**config.mk**
```make
export PLATFORM = sky130hd
export DESIGN_NAME = priv_1_11_trap_sequencer
export DESIGN_NICKNAME = d
export VERILOG_FILES = /design/src/rtl/priv_1_11_trap_sequencer.sv
export SDC_FILE = /design/constraint.sdc
export NUM_CORES = 1
export LEC_CHECK = 0
export BUFFER_PORTS_ARGS = -buffer_cell sky130_fd_sc_hd__buf_4
export CAP_MARGIN = 5
export CORE_MARGIN = 2
export CORE_UTILIZATION = 51
export DETAILED_ROUTE_END_ITERATION = 10
export GPL_ROUTABILITY_DRIVEN = 0
export HOLD_SLACK_MARGIN = 0.1
export PLACE_DENSITY = 0.81
export SETUP_SLACK_MARGIN = 0.1
export SLEW_MARGIN = 20
export SYNTH_ARGS = -nofsm -noshare
export SYNTH_HDL_FRONTEND = slang
export SYNTH_SLANG_ARGS = --single-unit
```
**constraint.sdc**
```tcl
create_clock -name CLK -period 2.7 [get_ports CLK]
set_clock_uncertainty 0.2 [all_clocks]
set_input_delay 0.135 -clock CLK [delete_from_list [all_inputs] [get_ports CLK]]
set_output_delay 0.135 -clock CLK [all_outputs]
set_load 0.005 [all_outputs]
```
**src/rtl/priv_1_11_trap_sequencer.sv**
```systemverilog
// Trap-entry / MRET sequencer for the 1.11 privileged unit.
// Accepts one exception, interrupt or MRET event while idle, drains the
// pipeline (bounded by a timeout), emits exactly one CSR commit strobe, then
// redirects fetch to the trap vector or mepc and waits for fetch to accept it.
module priv_1_11_trap_sequencer #(
  parameter int VECTORED_EN    = 1,
  parameter int TIMEOUT_CYCLES = 63
) (
  input  logic        CLK,
  input  logic        nRST,
  input  logic        exception_req,
  input  logic [3:0]  exception_cause,
  input  logic [31:0] exception_epc,
  input  logic [31:0] exception_tval,
  input  logic        irq_pending,
  input  logic [3:0]  irq_cause,
  input  logic        mret_req,
  input  logic [31:0] mtvec,
  input  logic [31:0] mepc,
  input  logic [31:0] irq_epc,
  input  logic        pipe_clear,
  input  logic        pc_ack,
  output logic        flush_req,
  output logic        commit,
  output logic        commit_interrupt,
  output logic [3:0]  commit_cause,
  output logic [31:0] commit_epc,
  output logic [31:0] commit_tval,
  output logic        mret_commit,
  output logic        insert_pc,
  output logic [31:0] priv_pc,
  output logic        busy,
  output logic        timeout_err
);

  // Counter is wide enough to hold TIMEOUT_CYCLES itself; it saturates there.
  localparam int CNT_W = $clog2(TIMEOUT_CYCLES + 2);
  localparam logic [CNT_W-1:0] TMO = CNT_W'(TIMEOUT_CYCLES);

  typedef enum logic [1:0] {
    S_IDLE     = 2'd0,
    S_DRAIN    = 2'd1,
    S_COMMIT   = 2'd2,
    S_REDIRECT = 2'd3
  } state_t;

  state_t            r_state;
  logic [CNT_W-1:0]  r_cnt;
  logic              r_is_mret;
  logic              r_is_irq;
  logic [3:0]        r_cause;
  logic [31:0]       r_epc;
  logic [31:0]       r_tval;

  logic              w_take_exc;
  logic              w_take_irq;
  logic              w_take_mret;
  logic              w_any_req;
  logic [CNT_W-1:0]  w_cnt_inc;
  logic              w_drain_done;
  logic [31:0]       w_vec_base;
  logic [31:0]       w_vec_offset;
  logic              w_vectored;
  logic [31:0]       w_target;

  // Request arbitration (exception > irq > mret) and redirect target selection.
  always_comb begin
    w_take_exc   = exception_req;
    w_take_irq   = !exception_req && irq_pending;
    w_take_mret  = !exception_req && !irq_pending && mret_req;
    w_any_req    = exception_req || irq_pending || mret_req;
    w_cnt_inc    = r_cnt + 1'b1;
    w_drain_done = pipe_clear || (r_cnt == TMO);
    w_vec_base   = {mtvec[31:2], 2'b00};
    w_vec_offset = {26'd0, r_cause, 2'b00};
    w_vectored   = (VECTORED_EN != 0) && r_is_irq && (mtvec[1:0] == 2'b01);
    if (r_is_mret) begin
      w_target = mepc;
    end else if (w_vectored) begin
      w_target = w_vec_base + w_vec_offset;
    end else begin
      w_target = w_vec_base;
    end
  end

  // Sequencer state machine; every output is a register updated here.
  always_ff @(posedge CLK or negedge nRST) begin
    if (!nRST) begin
      r_state          <= S_IDLE;
      r_cnt            <= '0;
      r_is_mret        <= 1'b0;
      r_is_irq         <= 1'b0;
      r_cause          <= 4'd0;
      r_epc            <= 32'd0;
      r_tval           <= 32'd0;
      flush_req        <= 1'b0;
      commit           <= 1'b0;
      commit_interrupt <= 1'b0;
      commit_cause     <= 4'd0;
      commit_epc       <= 32'd0;
      commit_tval      <= 32'd0;
      mret_commit      <= 1'b0;
      insert_pc        <= 1'b0;
      priv_pc          <= 32'd0;
      busy             <= 1'b0;
      timeout_err      <= 1'b0;
    end else begin
      // Strobes are single-cycle unless re-asserted below.
      commit      <= 1'b0;
      mret_commit <= 1'b0;
      timeout_err <= 1'b0;
      case (r_state)
        S_IDLE: begin
          if (w_any_req) begin
            r_is_mret <= w_take_mret;
            r_is_irq  <= w_take_irq;
            if (w_take_exc) begin
              r_cause <= exception_cause;
              r_epc   <= exception_epc;
              r_tval  <= exception_tval;
            end else if (w_take_irq) begin
              r_cause <= irq_cause;
              r_epc   <= irq_epc;
              r_tval  <= 32'd0;
            end else begin
              r_cause <= 4'd0;
              r_epc   <= 32'd0;
              r_tval  <= 32'd0;
            end
            r_cnt       <= '0;
            r_state     <= S_DRAIN;
            flush_req   <= 1'b1;
            busy        <= 1'b1;
            // A zero timeout expires in the very first drain cycle.
            timeout_err <= (TMO == '0);
          end
        end
        S_DRAIN: begin
          if (w_drain_done) begin
            r_state   <= S_COMMIT;
            flush_req <= 1'b0;
            if (r_is_mret) begin
              mret_commit <= 1'b1;
            end else begin
              commit           <= 1'b1;
              commit_interrupt <= r_is_irq;
              commit_cause     <= r_cause;
              commit_epc       <= r_epc;
              commit_tval      <= r_tval;
            end
          end else begin
            r_cnt       <= w_cnt_inc;
            // Pulse in the drain cycle where the count reaches the limit.
            timeout_err <= (w_cnt_inc == TMO);
          end
        end
        S_COMMIT: begin
          r_state   <= S_REDIRECT;
          insert_pc <= 1'b1;
          priv_pc   <= w_target;
        end
        S_REDIRECT: begin
          if (pc_ack) begin
            r_state   <= S_IDLE;
            insert_pc <= 1'b0;
            busy      <= 1'b0;
          end
        end
        default: begin
          r_state   <= S_IDLE;
          flush_req <= 1'b0;
          insert_pc <= 1'b0;
          busy      <= 1'b0;
        end
      endcase
    end
  end

endmodule

```
# [Word level (Yosys, flattened, before mapping)]
# Cells that the tools add are included.
[op_classes] n_lt_le_gt_ge=0 reduce_logical=20 n_shift=0 n_div=0 bitwise_logic=1 n_mux=28 n_eq_ne=10 multipliers=0 add_sub_neg=2
[ops] operator="$mux W32" count=5
[ops] operator="$add A32 B6 Y32" count=1
[ops] operator="$reduce_and A3 Y1" count=5
[ops] operator="$eq A7 B6 Y1 const B" count=2
[ops] operator="$mux W7" count=2
[ops] operator="$pmux W7 S2" count=1
[ops] operator="$mux W1" count=11
[ops] operator="$mux W4" count=2
[ops] operator="$ne A2 B2 Y1 const B" count=4
[ops] operator="$pmux W2 S4" count=1
[ops] operator="$add A7 B1 Y7 const B" count=1
[ops] operator="$mux W2" count=3
[ops] operator="$pmux W1 S2" count=3
[ops] operator="$reduce_bool A2 Y1" count=3
[ops] operator="$eq A2 B1 Y1 const B" count=2
[ops] operator="$eq A2 B2 Y1 const B" count=2
[ops] operator="$logic_and A1 B1 Y1" count=4
[ops] operator="$reduce_and A2 Y1" count=2
[ops] operator="$logic_or A1 B1 Y1" count=3
[ops] operator="$logic_not A1 Y1" count=2
[ops] operator="$logic_not A2 Y1" count=1
[ops] operator="$not A1 Y1" count=1
[totals] ramBits=0 romBits=0 latchBits=0 out_inout_bits=107 register_bits=186 mem_count=0

# [Depth between registers and ports, before layout]
# Gate-level depths: netlist (run 1).
[logic_depth] ltp_word=4 mapped_depth=8 depth_no_buf=7

# [Least setup slack after synthesis (run 1)]
# OpenSTA, ideal clock, no wires.
[synth_path] kind="register to register" start="register r_cause[0]" end="register priv_pc[20]" required_ns=2.368 period_less_slack_ns=2.340 path_stages_with_launch=9 n_path_buf=1 arrival_ns=2.008 setup_slack_ns=0.360 cell_sequence="dfrtp_1 -> ha_1 -> fa_1 -> a211oi_1 -> or2_2 -> clkbuf_1 -> nor3_1 -> xnor2_1 -> o21ai_1"
[synth_between] elab_chain_len=3
[synth_lines] element="start: declaration" line="51" text="logic [3:0] r_cause;"
[synth_lines] element="start signal: assignment" line="118" text="r_cause <= exception_cause;"
[synth_lines] element="start signal: assignment" line="122" text="r_cause <= irq_cause;"
[synth_lines] element="$add A32 B6 Y32" line="80" text="w_target = w_vec_base + w_vec_offset;"
[synth_lines] element="$mux W32" line="79" text="end else if (w_vectored) begin"
[synth_lines] element="$mux W32" line="77" text="if (r_is_mret) begin"
[synth_lines] element="end signal: assignment" line="160" text="priv_pc <= w_target;"
[synth_lines] element="end: declaration" line="31" text="output logic [31:0] priv_pc,"
# No other way between the ends.
# A chain may end at the register's enable or synchronous reset.

# [Final worst setup path (run 1)]
[layout_path] start="register r_cnt[0]" end="register commit_tval[30]"
[layout_between] elab_chain_len=3
[layout_lines] element="start: declaration" line="48" text="logic [CNT_W-1:0] r_cnt;"
[layout_lines] element="start signal: assignment" line="152" text="r_cnt <= w_cnt_inc;"
[layout_lines] element="$eq A7 B6 Y1" line="73" text="w_drain_done = pipe_clear || (r_cnt == TMO);"
[layout_lines] element="$logic_or A1 B1 Y1" line="73"
[layout_lines] element="$reduce_and A3 Y1 (no source line)"
[layout_lines] element="end signal: assignment" line="149" text="commit_tval <= r_tval;"
[layout_lines] element="end: declaration" line="28" text="output logic [31:0] commit_tval,"
# No other way between the ends.

==> run summary, run 1 <==
STATUS
-------------------------------------------------------------------------------------
Status ................................................................. finished clean

PLACEMENT
-------------------------------------------------------------------------------------
Worst-case setup slack after placement .................................       320 ps
Number of buffer cells added on primary ports ..........................          281
Number of placed instances with taps included ..........................         1235
DPL Wire Length ........................................................     16900 um

DIE
-------------------------------------------------------------------------------------
Effective utilization at floorplan .....................................        52.6%
Boundary pin count .....................................................          282
Die width ..............................................................       132 um
Number of placement rows ...............................................           46
Die Y-Extent ...........................................................       132 um
Core Area ..............................................................  16000 sq um
Area of the die ........................................................  17500 sq um

SETUP PATH
-------------------------------------------------------------------------------------
Maximum cell stage delay along the critical path .......................       430 ps
FF-to-FF Start ......................................................... r_cnt[0]$_DFFE_PN0P_
CP most frequent cell ..................................................       buf_12
Critical Path Fanout Max ...............................................           32
Chain of cells forming the critical path ............................... ha_1, nand3_1, nor3_2, o21ai_1, nor2_4, buf_12, buf_12, mux2_2
Arrival time of data at the critical path endpoint .....................      2560 ps
Worst Setup Start Kind .................................................     register
Buffering stage count on the worst path with inverters included ........            2
Number of cells traversed by the worst register-to-register path .......            8
Critical Path RT .......................................................      2810 ps
Start-to-end type of the worst setup path ..............................   reg -> reg
Endpoint of the worst-slack reg-to-reg timing path ..................... commit_tval[30]$_DFFE_PN0P_
Register-to-register setup slack .......................................       250 ps
Largest delay contributor family on the critical path .................. simple AND/OR/NAND/NOR gates
Slowest stage cell, crit path ..........................................      dfrtp_1
Capturing element type of the critical path ............................     register

GLOBAL ROUTE
-------------------------------------------------------------------------------------
Number of antenna violations at the first check in global routing ......            0
Global route total overflow ............................................            0
Global-route wire length before repair .................................     49500 um
Via count of the first global-routing pass .............................         8978
Tot GR Track Use .......................................................        36.2%
Pin count of the biggest net entering global routing ...................           68

SYNTHESIS
-------------------------------------------------------------------------------------
Most used flip-flop cell after synthesis ...............................      dfrtp_1
Flop and latch count out of synthesis ..................................          186
Sequential cell area fraction in the yosys report ......................        55.3%
Top cells by area in the synthesized netlist ........................... dfrtp_1, mux2_2, a222oi_1
Net count of the mapped netlist ........................................          948
Post-synth EDFFs .......................................................            0
Most instantiated cells after synthesis ................................ dfrtp_1, nand2_1, mux2_2, inv_1, nand3_1
Cell taking the most area after synthesis ..............................      dfrtp_1
Post-synthesis cell count ..............................................          762
Number of distinct library cells after synthesis .......................           59
Synth top area share ...................................................        55.3%
Post-synthesis cell area ...............................................   8410 sq um
Syn_area_per_cell ......................................................   11.0 sq um
Count leader, synth ....................................................      dfrtp_1
Async set or reset register ratio after synthesis ......................         100%
Syn. warnings ..........................................................            0

TIMING
-------------------------------------------------------------------------------------
Final sum of negative setup slack ......................................         0 ps
Final clock period utilization by the worst path .......................        90.8%
Setup repair after global routing missed its margin ....................           no
Post-layout worst setup margin .........................................       249 ps
Slew margin rel. .......................................................        56.1%
Worst-margin pin slew ..................................................       650 ps
Number of pins exceeding their max-slew limit in the final report ......            0
Final min period .......................................................      2450 ps
Final number of setup-violating endpoints ..............................            0
Final number of hold-violating endpoints ...............................            0
Achievable clock frequency .............................................    0.408 GHz

CTS
-------------------------------------------------------------------------------------
Clk Latency, worst-skew pair ...........................................       440 ps
Buffer levels on the longest clock path ................................            2
Sinks on Clock Net .....................................................          186
CTS H-tree lvls ........................................................            4
Register clock-pin slew on the reported worst setup and hold paths .....        80 ps
CTS Buf Count ..........................................................           17
Root cell of the clock tree ............................................    clkbuf_16
Clock tree from TritonCTS ..............................................          yes
Number of buffers added for setup after CTS ............................            0

FINISH
-------------------------------------------------------------------------------------
Antenna diodes .........................................................            0
Filler Cells Inserted ..................................................          745
Ratio of cells with drive above 1 in the final layout ..................        34.1%
Layout net count .......................................................         1429
Area overhead of the layout relative to synthesis ......................        60.6%
Layout Cells excl Fill .................................................         1472

ROUTE
-------------------------------------------------------------------------------------
Remaining design rule violation count ..................................            0
Antenna Nets Post-Route ................................................            0
Count of routing violations after the opening detailed-route iteration .          867
Drt first pass iters ...................................................            6
Routed length per placed instance ......................................      21.3 um
Vias post-DR ...........................................................         8400
Via-per-instance ratio .................................................         5.71
Final WL ...............................................................     31300 um

PWR
-------------------------------------------------------------------------------------
Leakage Power ..........................................................      6.49 nW
Post-layout total power ................................................      12.7 mW
Max rail drop VDD ......................................................     0.542 mV
Power density cells ....................................................  939 nW/um^2

MIN PATH
-------------------------------------------------------------------------------------
Hold path endpoint ..................................................... priv_pc[7]$_DFFE_PN0P_
Path category of the worst min-delay check .............................    in -> reg
Hold Path Depth ........................................................            5
Start point of the worst min-delay path ................................     mtvec[1]

JOB
-------------------------------------------------------------------------------------
Max Cap Viol ...........................................................            0

-- cell type report --
type / count / area (sq um) / share of cell area [%]
flip-flops and latches: 186 / 4650 / 34.4
repair buffers: 508 / 4420 / 32.7
multi-input cells: 480 / 3400 / 25.2
clock buffers: 19 / 453 / 3.35
well taps: 216 / 270 / 2.00
inverters: 50 / 188 / 1.39
clock inverters: 13 / 125 / 0.926
-- cells in the final DEF, fill, tap and decap left out, types with 17 or more instances in the layout --
master | synthesis | layout
buf_4 | 0 | 295
dlygate4sd3_1 | 0 | 205
dfrtp_1 | 186 | 186
nand2_1 | 90 | 89
mux2_2 | 70 | 70
inv_1 | 50 | 50
nand3_1 | 40 | 40
a21oi_1 | 34 | 34
a222oi_1 | 34 | 34
o21ai_0 | 27 | 27
xnor2_1 | 25 | 25
nor2b_1 | 25 | 25
nor2_1 | 20 | 19
clkbuf_16 | 0 | 17
-- report_power, final --
part	switching, mW	total [mW]	internal [mW]
combinational	2.58	5.36	2.78
sequential	0.853	4.84	3.99
clock	1.21	2.48	1.27
-- layer usage --
metal	part of all wire [%]	global-route usage, %	up-vias
met3	9.5	9.96	125
met4	4.8	17.9	0
met5	0	0	-
met1	37	43.2	4071
met2	49	60.7	553
li1	-	-	3651
-- worst reg2reg max path: cells and delay by family (launching register included) --
kind            cells  cell delay [ps]
compound gates      1              130
fa+ha+maj           1              280
buf+inv             2              360
flops               1              430
mux                 1              430
simple gates        3              500
-- registers in the layout (all words and copies together) (netlist names), 4 cells and up --
signal and flops:
commit_epc 32, commit_tval 32, priv_pc 32, r_epc 32
r_tval 32, r_cnt 7, commit_cause 4, r_cause 4
-- per-stage QoR --
| step | utilization (%) | hold slack, ps | instance area [sq um] |
|---|---|---|---|
| after floorplan | - | -361 | 8410 |
| after global placement | 67.9 | -58.1 | 10900 |
| after detailed placement | 67.9 | -50.5 | 10900 |
| after CTS | 84.3 | 182 | 13500 |
| after global routing | 84.5 | 283 | 13500 |
| final | 84.5 | 203 | 13500 |
-- how the worst max path moves through the flow --
| stage | cells after the start | from | end |
|---|---|---|---|
| 2_1_floorplan | 8 | r_cause[0]$_DFFE_PN0P_ | priv_pc[20]$_DFFE_PN0P_ |
| 3_5_place_dp | 8 | r_cnt[0]$_DFFE_PN0P_ | commit_tval[16]$_DFFE_PN0P_ |
| 6_report | 8 | r_cnt[0]$_DFFE_PN0P_ | commit_tval[30]$_DFFE_PN0P_ |
| 3_3_place_gp | 8 | r_cnt[0]$_DFFE_PN0P_ | commit_tval[9]$_DFFE_PN0P_ |
| 4_1_cts | 7 | r_cause[0]$_DFFE_PN0P_ | priv_pc[4]$_DFFE_PN0P_ |
| 5_1_grt | 8 | r_cnt[0]$_DFFE_PN0P_ | commit_tval[23]$_DFFE_PN0P_ |
-- logic make-up after synthesis --
logic type      Yosys count  synth area share, %
fa+ha+maj                11                 1.73
buf+inv                  96                 4.61
mux                      77                 10.2
xor+xnor                 27                 2.81
simple gates            230                 14.4
compound gates          135                 10.9
flops                   186                 55.3
-- timing repair --
action,CTS,global route
endpoints found under the setup margin,0,8
gates resized for setup,0,4
endpoints found under the hold margin,298,0
hold buffers,205,0
Note: power is estimated with default switching activity, not from simulation.
==> inputs of run 2 (changes only) <==
--- a/config.mk
+++ b/config.mk
@@ -6,13 +6,15 @@
 export NUM_CORES = 1
 export LEC_CHECK = 0
 export BUFFER_PORTS_ARGS = -buffer_cell sky130_fd_sc_hd__buf_4
-export CAP_MARGIN = 5
+export CAP_MARGIN = 10
+export CELL_PAD_IN_SITES_DETAIL_PLACEMENT = 0
+export CELL_PAD_IN_SITES_GLOBAL_PLACEMENT = 1
 export CORE_MARGIN = 2
-export CORE_UTILIZATION = 51
+export CORE_UTILIZATION = 39
 export DETAILED_ROUTE_END_ITERATION = 10
 export GPL_ROUTABILITY_DRIVEN = 0
 export HOLD_SLACK_MARGIN = 0.1
-export PLACE_DENSITY = 0.81
+export PLACE_DENSITY_LB_ADDON = 0.1
 export SETUP_SLACK_MARGIN = 0.1
 export SLEW_MARGIN = 20
 export SYNTH_ARGS = -nofsm -noshare
==> run 2 against run 1 <==
Effect of this change:
- critical path depth stayed put
- die area is 30% higher
- clock power is 2% lower
- core utilization fell by 19 points
- first-iteration DRC count is 45% lower
- combinational power decreased by 2%
- hold slack worse by 54 ps
- cell count increased by 5.3%
- largest cell class unchanged
- largest power group unchanged
==> run summary, run 2 (synthesis results as in run 1) <==
STATUS
-------------------------------------------------------------------------------------
Status ................................................................. finished clean   unchanged

DIE
-------------------------------------------------------------------------------------
Boundary pin count .....................................................          282   unchanged
Area of the die ........................................................  22800 sq um   was 17500 sq um
Number of placement rows ...............................................           53   was 46
Effective utilization at floorplan .....................................        39.9%   was 52.6%
Die Y-Extent ...........................................................       151 um   was 132 um
Die width ..............................................................       151 um   was 132 um
Core Area ..............................................................  21100 sq um   was 16000 sq um

FINISH
-------------------------------------------------------------------------------------
Layout net count .......................................................         1447   was 1429
Area overhead of the layout relative to synthesis ......................        64.1%   was 60.6%
Leading cell types in the layout, fill and taps excluded ............... buf_4, dlygate4sd3_1, dfrtp_1   unchanged
Most common cell after layout, fill and taps aside .....................        buf_4   unchanged
Ratio of cells with drive above 1 in the final layout ..................        34.9%   was 34.1%

PWR
-------------------------------------------------------------------------------------
Comb pwr share .........................................................        42.4%   was 42.3%
Switching power as a share of total power ..............................        33.8%   was 36.6%
Leakage Power ..........................................................      6.58 nW   was 6.49 nW
Power density cells ....................................................  895 nW/um^2   was 939 nW/um^2
Sequential share of power ..............................................        37.8%   was 38.2%
Total net switching power ..............................................      4.18 mW   was 4.64 mW
Internal power .........................................................      8.18 mW   was 8.04 mW
Max rail drop VDD ......................................................     0.539 mV   was 0.542 mV
Post-layout total power ................................................      12.4 mW   was 12.7 mW
Clock network fraction of total power ..................................        19.8%   was 19.5%

ROUTE
-------------------------------------------------------------------------------------
Remaining design rule violation count ..................................            0   unchanged
Drt first pass iters ...................................................            7   was 6
Routed length per placed instance ......................................      16.7 um   was 21.3 um
Via-per-instance ratio .................................................         4.92   was 5.71
Final WL ...............................................................     25900 um   was 31300 um
Vias post-DR ...........................................................         7632   was 8400
Antenna Nets Post-Route ................................................            0   unchanged
Count of routing violations after the opening detailed-route iteration .          476   was 867

TIMING
-------------------------------------------------------------------------------------
Setup repair after global routing missed its margin ....................          yes   was no
Worst-margin pin slew ..................................................       787 ps   was 650 ps
Number of pins exceeding their max-slew limit in the final report ......            0   unchanged
Final clock period utilization by the worst path .......................        93.4%   was 90.8%
Final min period .......................................................      2520 ps   was 2450 ps
Final sum of negative setup slack ......................................         0 ps   unchanged
Final number of setup-violating endpoints ..............................            0   unchanged
Slew margin rel. .......................................................        46.9%   was 56.1%
Achievable clock frequency .............................................    0.397 GHz   was 0.408 GHz
Final number of hold-violating endpoints ...............................            0   unchanged

GLOBAL ROUTE
-------------------------------------------------------------------------------------
Tot GR Track Use .......................................................        22.6%   was 36.2%
Met2 usage in global routing ...........................................        38.5%   was 60.7%
Global-route wire length before repair .................................     40200 um   was 49500 um
GRT busiest layer ......................................................         met2   unchanged
Global route total overflow ............................................            0   unchanged
Global routing usage on met1 ...........................................        28.1%   was 43.2%
Via count of the first global-routing pass .............................         7715   was 8978
Number of antenna violations at the first check in global routing ......            1   was 0
Pin count of the biggest net entering global routing ...................           88   was 68
Global-route track usage on met3 .......................................        6.05%   was 9.96%

CTS
-------------------------------------------------------------------------------------
CTS H-tree lvls ........................................................            4   unchanged
Register clock-pin slew on the reported worst setup and hold paths .....        70 ps   was 80 ps
CTS Buf Count ..........................................................           17   unchanged
Buffer levels on the longest clock path ................................            2   unchanged
Sinks on Clock Net .....................................................          186   unchanged
Clk Latency, worst-skew pair ...........................................       430 ps   was 440 ps
Clock tree from TritonCTS ..............................................          yes   unchanged
Root cell of the clock tree ............................................    clkbuf_16   unchanged

SETUP PATH
-------------------------------------------------------------------------------------
Start-to-end type of the worst setup path ..............................    in -> reg   was reg -> reg
Critical Path Fanout Max ...............................................            9   was 32
Number of cells traversed by the worst register-to-register path .......            6   was 8
Arrival time of data at the critical path endpoint .....................      2630 ps   was 2560 ps
Capturing element type of the critical path ............................     register   unchanged
Chain of cells forming the critical path ............................... dlygate4sd3_1, buf_4, nand3_2, or4_4, nor4_2, xnor2_1, o21ai_1, dlygate4sd3_1   was ha_1, nand3_1, nor3_2, o21ai_1, nor2_4, buf_12, buf_12, mux2_2
Largest delay contributor family on the critical path .................. buffers and inverters   was simple AND/OR/NAND/NOR gates
Worst Setup Start Kind ................................................. primary input   was register
Critical Path RT .......................................................      2810 ps   about the same
CP most frequent cell .................................................. dlygate4sd3_1   was buf_12
Register-to-register setup slack .......................................       190 ps   was 250 ps
Slowest stage cell, crit path ..........................................        or4_4   was dfrtp_1
Buffering stage count on the worst path with inverters included ........            3   was 2
Critical Path Stages ...................................................            8   unchanged
Maximum cell stage delay along the critical path .......................       620 ps   was 430 ps

MIN PATH
-------------------------------------------------------------------------------------
Path category of the worst min-delay check .............................    in -> reg   unchanged
Hold Path Depth ........................................................            4   was 5

PLACEMENT
-------------------------------------------------------------------------------------
Number of buffer cells added on primary ports ..........................          281   unchanged
DPL Wire Length ........................................................     16500 um   was 16900 um

JOB
-------------------------------------------------------------------------------------
Max Cap Viol ...........................................................            0   unchanged

==> run 2: cell count changes in the layout (fill, tap and decap cells not counted), sizes merged <==
cell / delta
buf: +15
clkinv: +2
clkinvlp: -3
diode: +1
dlygate4sd3: +3
inv: +1
==> run 2: tightest hold or removal path, cell delays in order <==
cell     delay [ps]
buf_4           110
mux2i_1          60
o21ai_0         270
mux2_2          170
==> run 2: power by group through the flow <==
stage	logic [mW]	clock network (mW)	registers [mW]
after global placement	4.59	0	4.67
after detailed placement	4.67	0	4.69
final	5.24	2.44	4.67
after CTS	5.14	2.53	4.66
after global routing	5.81	2.65	4.81
after floorplan	2.43	0	4.60
==> run 2: what timing repair did <==
| item | CTS | global route |
|---|---|---|
| gates resized for setup | 0 | 12 |
| endpoints found under the hold margin | 297 | 0 |
| setup buffers | 0 | 15 |
| setup endpoints to repair | 0 | 53 |
| hold buffers | 209 | 0 |
==> run 2: worst paths after layout <==
path | startpoint | to
setup / recovery | mtvec[12] | priv_pc[23]$_DFFE_PN0P_
hold / removal | mtvec[3] | priv_pc[3]$_DFFE_PN0P_
setup reg to reg | r_is_irq$_DFFE_PN0P_ | priv_pc[23]$_DFFE_PN0P_
hold reg to reg | r_tval[24]$_DFFE_PN0P_ | r_tval[24]$_DFFE_PN0P_
max in group asynchronous | nRST | r_cnt[1]$_DFFE_PN0P_
min in group asynchronous | nRST | priv_pc[20]$_DFFE_PN0P_
==> run 2: per-layer routing <==
metal / up-vias / part of all wire [%]
met2: 242 / 49
met4: 0 / 1.9
met1: 3662 / 41
li1: 3694 / -
met5: - / 0
met3: 34 / 7.3
==> run 2: layout make-up <==
class	count	area (sq um)
fillers	1697	7280
multi-input cells	480	3440
clock buffers	19	433
diodes	1	2.50
well taps	275	344
inverters	50	188
clock inverters	13	146
flip-flops and latches	186	4660
repair buffers	526	4600
==> run 2: through the flow <==
stage | instances | setup WS [ps] | hold WS, ps | cell area [sq um] | utilization (%)
final | 1550 | 179 | 149 | 13800 | 65.5
after global routing | 1550 | 65.7 | 193 | 13800 | 65.5
after global placement | 1292 | 317 | -79.3 | 10900 | 51.8
after floorplan | 762 | 360 | -361 | 8410 | -
after CTS | 1533 | 121 | 137 | 13600 | 64.5
after detailed placement | 1292 | 288 | -79.9 | 10900 | 51.8
==> inputs of run 3 (changes only) <==
--- a/config.mk
+++ b/config.mk
@@ -6,7 +6,6 @@
 export NUM_CORES = 1
 export LEC_CHECK = 0
 export BUFFER_PORTS_ARGS = -buffer_cell sky130_fd_sc_hd__buf_4
-export CAP_MARGIN = 10
 export CELL_PAD_IN_SITES_DETAIL_PLACEMENT = 0
 export CELL_PAD_IN_SITES_GLOBAL_PLACEMENT = 1
 export CORE_MARGIN = 2
@@ -15,6 +14,7 @@
 export GPL_ROUTABILITY_DRIVEN = 0
 export HOLD_SLACK_MARGIN = 0.1
 export PLACE_DENSITY_LB_ADDON = 0.1
+export REMOVE_ABC_BUFFERS = 1
 export SETUP_SLACK_MARGIN = 0.1
 export SLEW_MARGIN = 20
 export SYNTH_ARGS = -nofsm -noshare
==> run 3 against run 2 <==
Effect of this change:
- register-to-register slack better by 40 ps
- sequential cell count unchanged
- cell area down 2.9%
- critical path depth down 2
- die area unchanged
- cell count down 2.7%
- hold slack worse by 45 ps
- total power down 1.7%
- first-iteration DRC count up 1.1%
- highest routed layer unchanged
==> run summary, run 3 (synthesis results as in run 1) <==
STATUS
-------------------------------------------------------------------------------------
Status ................................................................. finished clean   unchanged

ROUTE
-------------------------------------------------------------------------------------
Final WL ...............................................................     25700 um   was 25900 um
Vias post-DR ...........................................................         7527   was 7632
Antenna Nets Post-Route ................................................            0   unchanged
Via-per-instance ratio .................................................         4.99   was 4.92
Drt first pass iters ...................................................            6   was 7
Remaining design rule violation count ..................................            0   unchanged
Routed length per placed instance ......................................      17.0 um   was 16.7 um
Count of routing violations after the opening detailed-route iteration .          481   was 476

FINISH
-------------------------------------------------------------------------------------
Most common cell after layout, fill and taps aside .....................        buf_4   unchanged
Ratio of cells with drive above 1 in the final layout ..................        35.6%   was 34.9%
Filler Cells Inserted ..................................................         1731   was 1697
Seq. cell area .........................................................   4660 sq um   unchanged
Leading cell types in the layout, fill and taps excluded ............... buf_4, dfrtp_1, dlygate4sd3_1   was buf_4, dlygate4sd3_1, dfrtp_1
Area overhead of the layout relative to synthesis ......................        59.3%   was 64.1%
Antenna diodes .........................................................            0   was 1
Total area of multi-input combinational cells ..........................   3430 sq um   was 3440 sq um
Layout net count .......................................................         1406   was 1447

SETUP PATH
-------------------------------------------------------------------------------------
Slowest stage cell, crit path .......................................... dlygate4sd3_1   was or4_4
Chain of cells forming the critical path ............................... ha_1, fa_2, mux2i_1, o21ai_0, dlygate4sd3_1, mux2_2   was dlygate4sd3_1, buf_4, nand3_2, or4_4, nor4_2, xnor2_1, o21ai_1, dlygate4sd3_1
Capturing element type of the critical path ............................     register   unchanged
Buffering stage count on the worst path with inverters included ........            1   was 3
Critical Path RT .......................................................      2810 ps   about the same
Worst Setup Start Kind .................................................     register   was primary input
Critical Path Fanout Max ...............................................            3   was 9
Arrival time of data at the critical path endpoint .....................      2580 ps   was 2630 ps
Largest delay contributor family on the critical path ..................  adder cells   was buffers and inverters
Maximum cell stage delay along the critical path .......................       560 ps   was 620 ps
Start-to-end type of the worst setup path ..............................   reg -> reg   was in -> reg

CTS
-------------------------------------------------------------------------------------
Root cell of the clock tree ............................................    clkbuf_16   unchanged
CTS H-tree lvls ........................................................            4   unchanged
Buffer levels on the longest clock path ................................            2   unchanged
Clock tree from TritonCTS ..............................................          yes   unchanged
Clk Latency, worst-skew pair ...........................................       430 ps   about the same
Register clock-pin slew on the reported worst setup and hold paths .....        70 ps   about the same
Sinks on Clock Net .....................................................          186   unchanged
CTS Buf Count ..........................................................           17   unchanged

PWR
-------------------------------------------------------------------------------------
Switching power as a share of total power ..............................        34.3%   was 33.8%
Sequential share of power ..............................................        38.4%   was 37.8%
Post-layout total power ................................................      12.1 mW   was 12.4 mW
Power density cells ....................................................  906 nW/um^2   was 895 nW/um^2
Total net switching power ..............................................      4.16 mW   was 4.18 mW
Max rail drop VDD ......................................................     0.449 mV   was 0.539 mV
Clock network fraction of total power ..................................        20.7%   was 19.8%
Internal power .........................................................      7.98 mW   was 8.18 mW
Leakage Power ..........................................................      6.49 nW   was 6.58 nW
Comb pwr share .........................................................        41.0%   was 42.4%

TIMING
-------------------------------------------------------------------------------------
Post-layout worst setup margin .........................................       233 ps   was 179 ps
Number of pins exceeding their max-slew limit in the final report ......            0   unchanged
Final number of setup-violating endpoints ..............................            0   unchanged
Final sum of negative setup slack ......................................         0 ps   unchanged
Setup repair after global routing missed its margin ....................           no   was yes
Achievable clock frequency .............................................    0.405 GHz   was 0.397 GHz
Final clock period utilization by the worst path .......................        91.4%   was 93.4%
Final number of hold-violating endpoints ...............................            0   unchanged
Worst-margin pin slew ..................................................       944 ps   was 787 ps
Slew margin rel. .......................................................        36.0%   was 46.9%
Final min period .......................................................      2470 ps   was 2520 ps

GLOBAL ROUTE
-------------------------------------------------------------------------------------
Global route total overflow ............................................            0   unchanged
Pin count of the biggest net entering global routing ...................           50   was 88
Global-route wire length before repair .................................     40300 um   was 40200 um
Tot GR Track Use .......................................................        22.8%   was 22.6%
Number of antenna violations at the first check in global routing ......            0   was 1
Via count of the first global-routing pass .............................         7796   was 7715

PLACEMENT
-------------------------------------------------------------------------------------
Number of buffer cells added on primary ports ..........................          281   unchanged
DPL Wire Length ........................................................     17100 um   was 16500 um
Worst-case setup slack after placement .................................       232 ps   was 288 ps

JOB
-------------------------------------------------------------------------------------
Max Cap Viol ...........................................................            0   unchanged

MIN PATH
-------------------------------------------------------------------------------------
Path category of the worst min-delay check .............................  in -> async   was in -> reg

DIE
-------------------------------------------------------------------------------------
Effective utilization at floorplan .....................................        39.9%   unchanged
Number of placement rows ...............................................           53   unchanged
Boundary pin count .....................................................          282   unchanged
Core Area ..............................................................  21100 sq um   unchanged
Die Y-Extent ...........................................................       151 um   unchanged
Die width ..............................................................       151 um   unchanged
Area of the die ........................................................  22800 sq um   unchanged

## run 3: cell types whose count changed in the layout (fill, tap and decap cells not counted), moves of 2 or more
cell           delta
inv_6             -5
ha_2              +2
o21ai_1           -2
inv_8             +2
clkinv_8          +2
dlygate4sd3_1    -34
buf_4             -4
clkinv_4          +2
o21ai_0           +2
## run 3: routing by layer
| metal | GRT usage, % | up-vias | routed length (um) |
|---|---|---|---|
| met5 | 0 | - | 0 |
| met1 | 28.6 | 3653 | 11000 |
| li1 | - | 3624 | - |
| met2 | 38.2 | 220 | 12500 |
| met4 | 6.21 | 0 | 452 |
| met3 | 6.93 | 30 | 1730 |
## run 3: path summary, 6_finish.rpt
check / start / endpoint / slack (ps) / depth (start not counted)
setup / recovery: r_cause[0]$_DFFE_PN0P_ / priv_pc[3]$_DFFE_PN0P_ / 230 / 6
hold / removal: nRST / priv_pc[1]$_DFFE_PN0P_ / 100 / 3
setup reg to reg: r_cause[0]$_DFFE_PN0P_ / priv_pc[3]$_DFFE_PN0P_ / 230 / 6
hold reg to reg: r_tval[4]$_DFFE_PN0P_ / r_tval[4]$_DFFE_PN0P_ / 270 / 2
max in group asynchronous: nRST / priv_pc[11]$_DFFE_PN0P_ / 1830 / 3
min in group CLK: mtvec[1] / priv_pc[20]$_DFFE_PN0P_ / 110 / 6
## run 3: layout make-up
type / instances / area share, %
repair buffers: 485 / 31.2
inverters: 50 / 1.40
well taps: 275 / 2.57
clock inverters: 14 / 1.31
clock buffers: 18 / 3.20
multi-input cells: 480 / 25.6
flip-flops and latches: 186 / 34.7
## run 3: worst reg2reg max path, delay by kind of cell, from the launching register on
family          cells  cell delay, ps
compound gates      1             100
fa+ha+maj           2             640
buf+inv             1             560
flops               1             410
mux                 2             460
## run 3: what timing repair did
item,in CTS,in global routing
resized for setup,0,7
setup buffers,0,2
hold endpoints to repair,298,0
hold buffers,175,0
setup endpoints to repair,0,28
## run 3: power by group through the flow
| stage | sequential (mW) | combinational [mW] | clock (mW) |
|---|---|---|---|
| CTS | 4.65 | 5.01 | 2.58 |
| global placement | 4.67 | 4.63 | 0 |
| floorplan | 4.62 | 2.33 | 0 |
| finish | 4.66 | 4.97 | 2.51 |
| detailed placement | 4.69 | 4.72 | 0 |
| global route | 4.81 | 5.52 | 2.70 |
## run 3: per-stage QoR
stage,std cells,instance area (sq um),util (%),hold slack (ps)
after floorplan,716,8210,-,-361
after global placement,1299,11000,52.1,-99.9
after detailed placement,1299,11000,52.1,-98.2
after CTS,1506,13300,63.3,101
after global routing,1508,13400,63.5,115
final,1508,13400,63.5,104
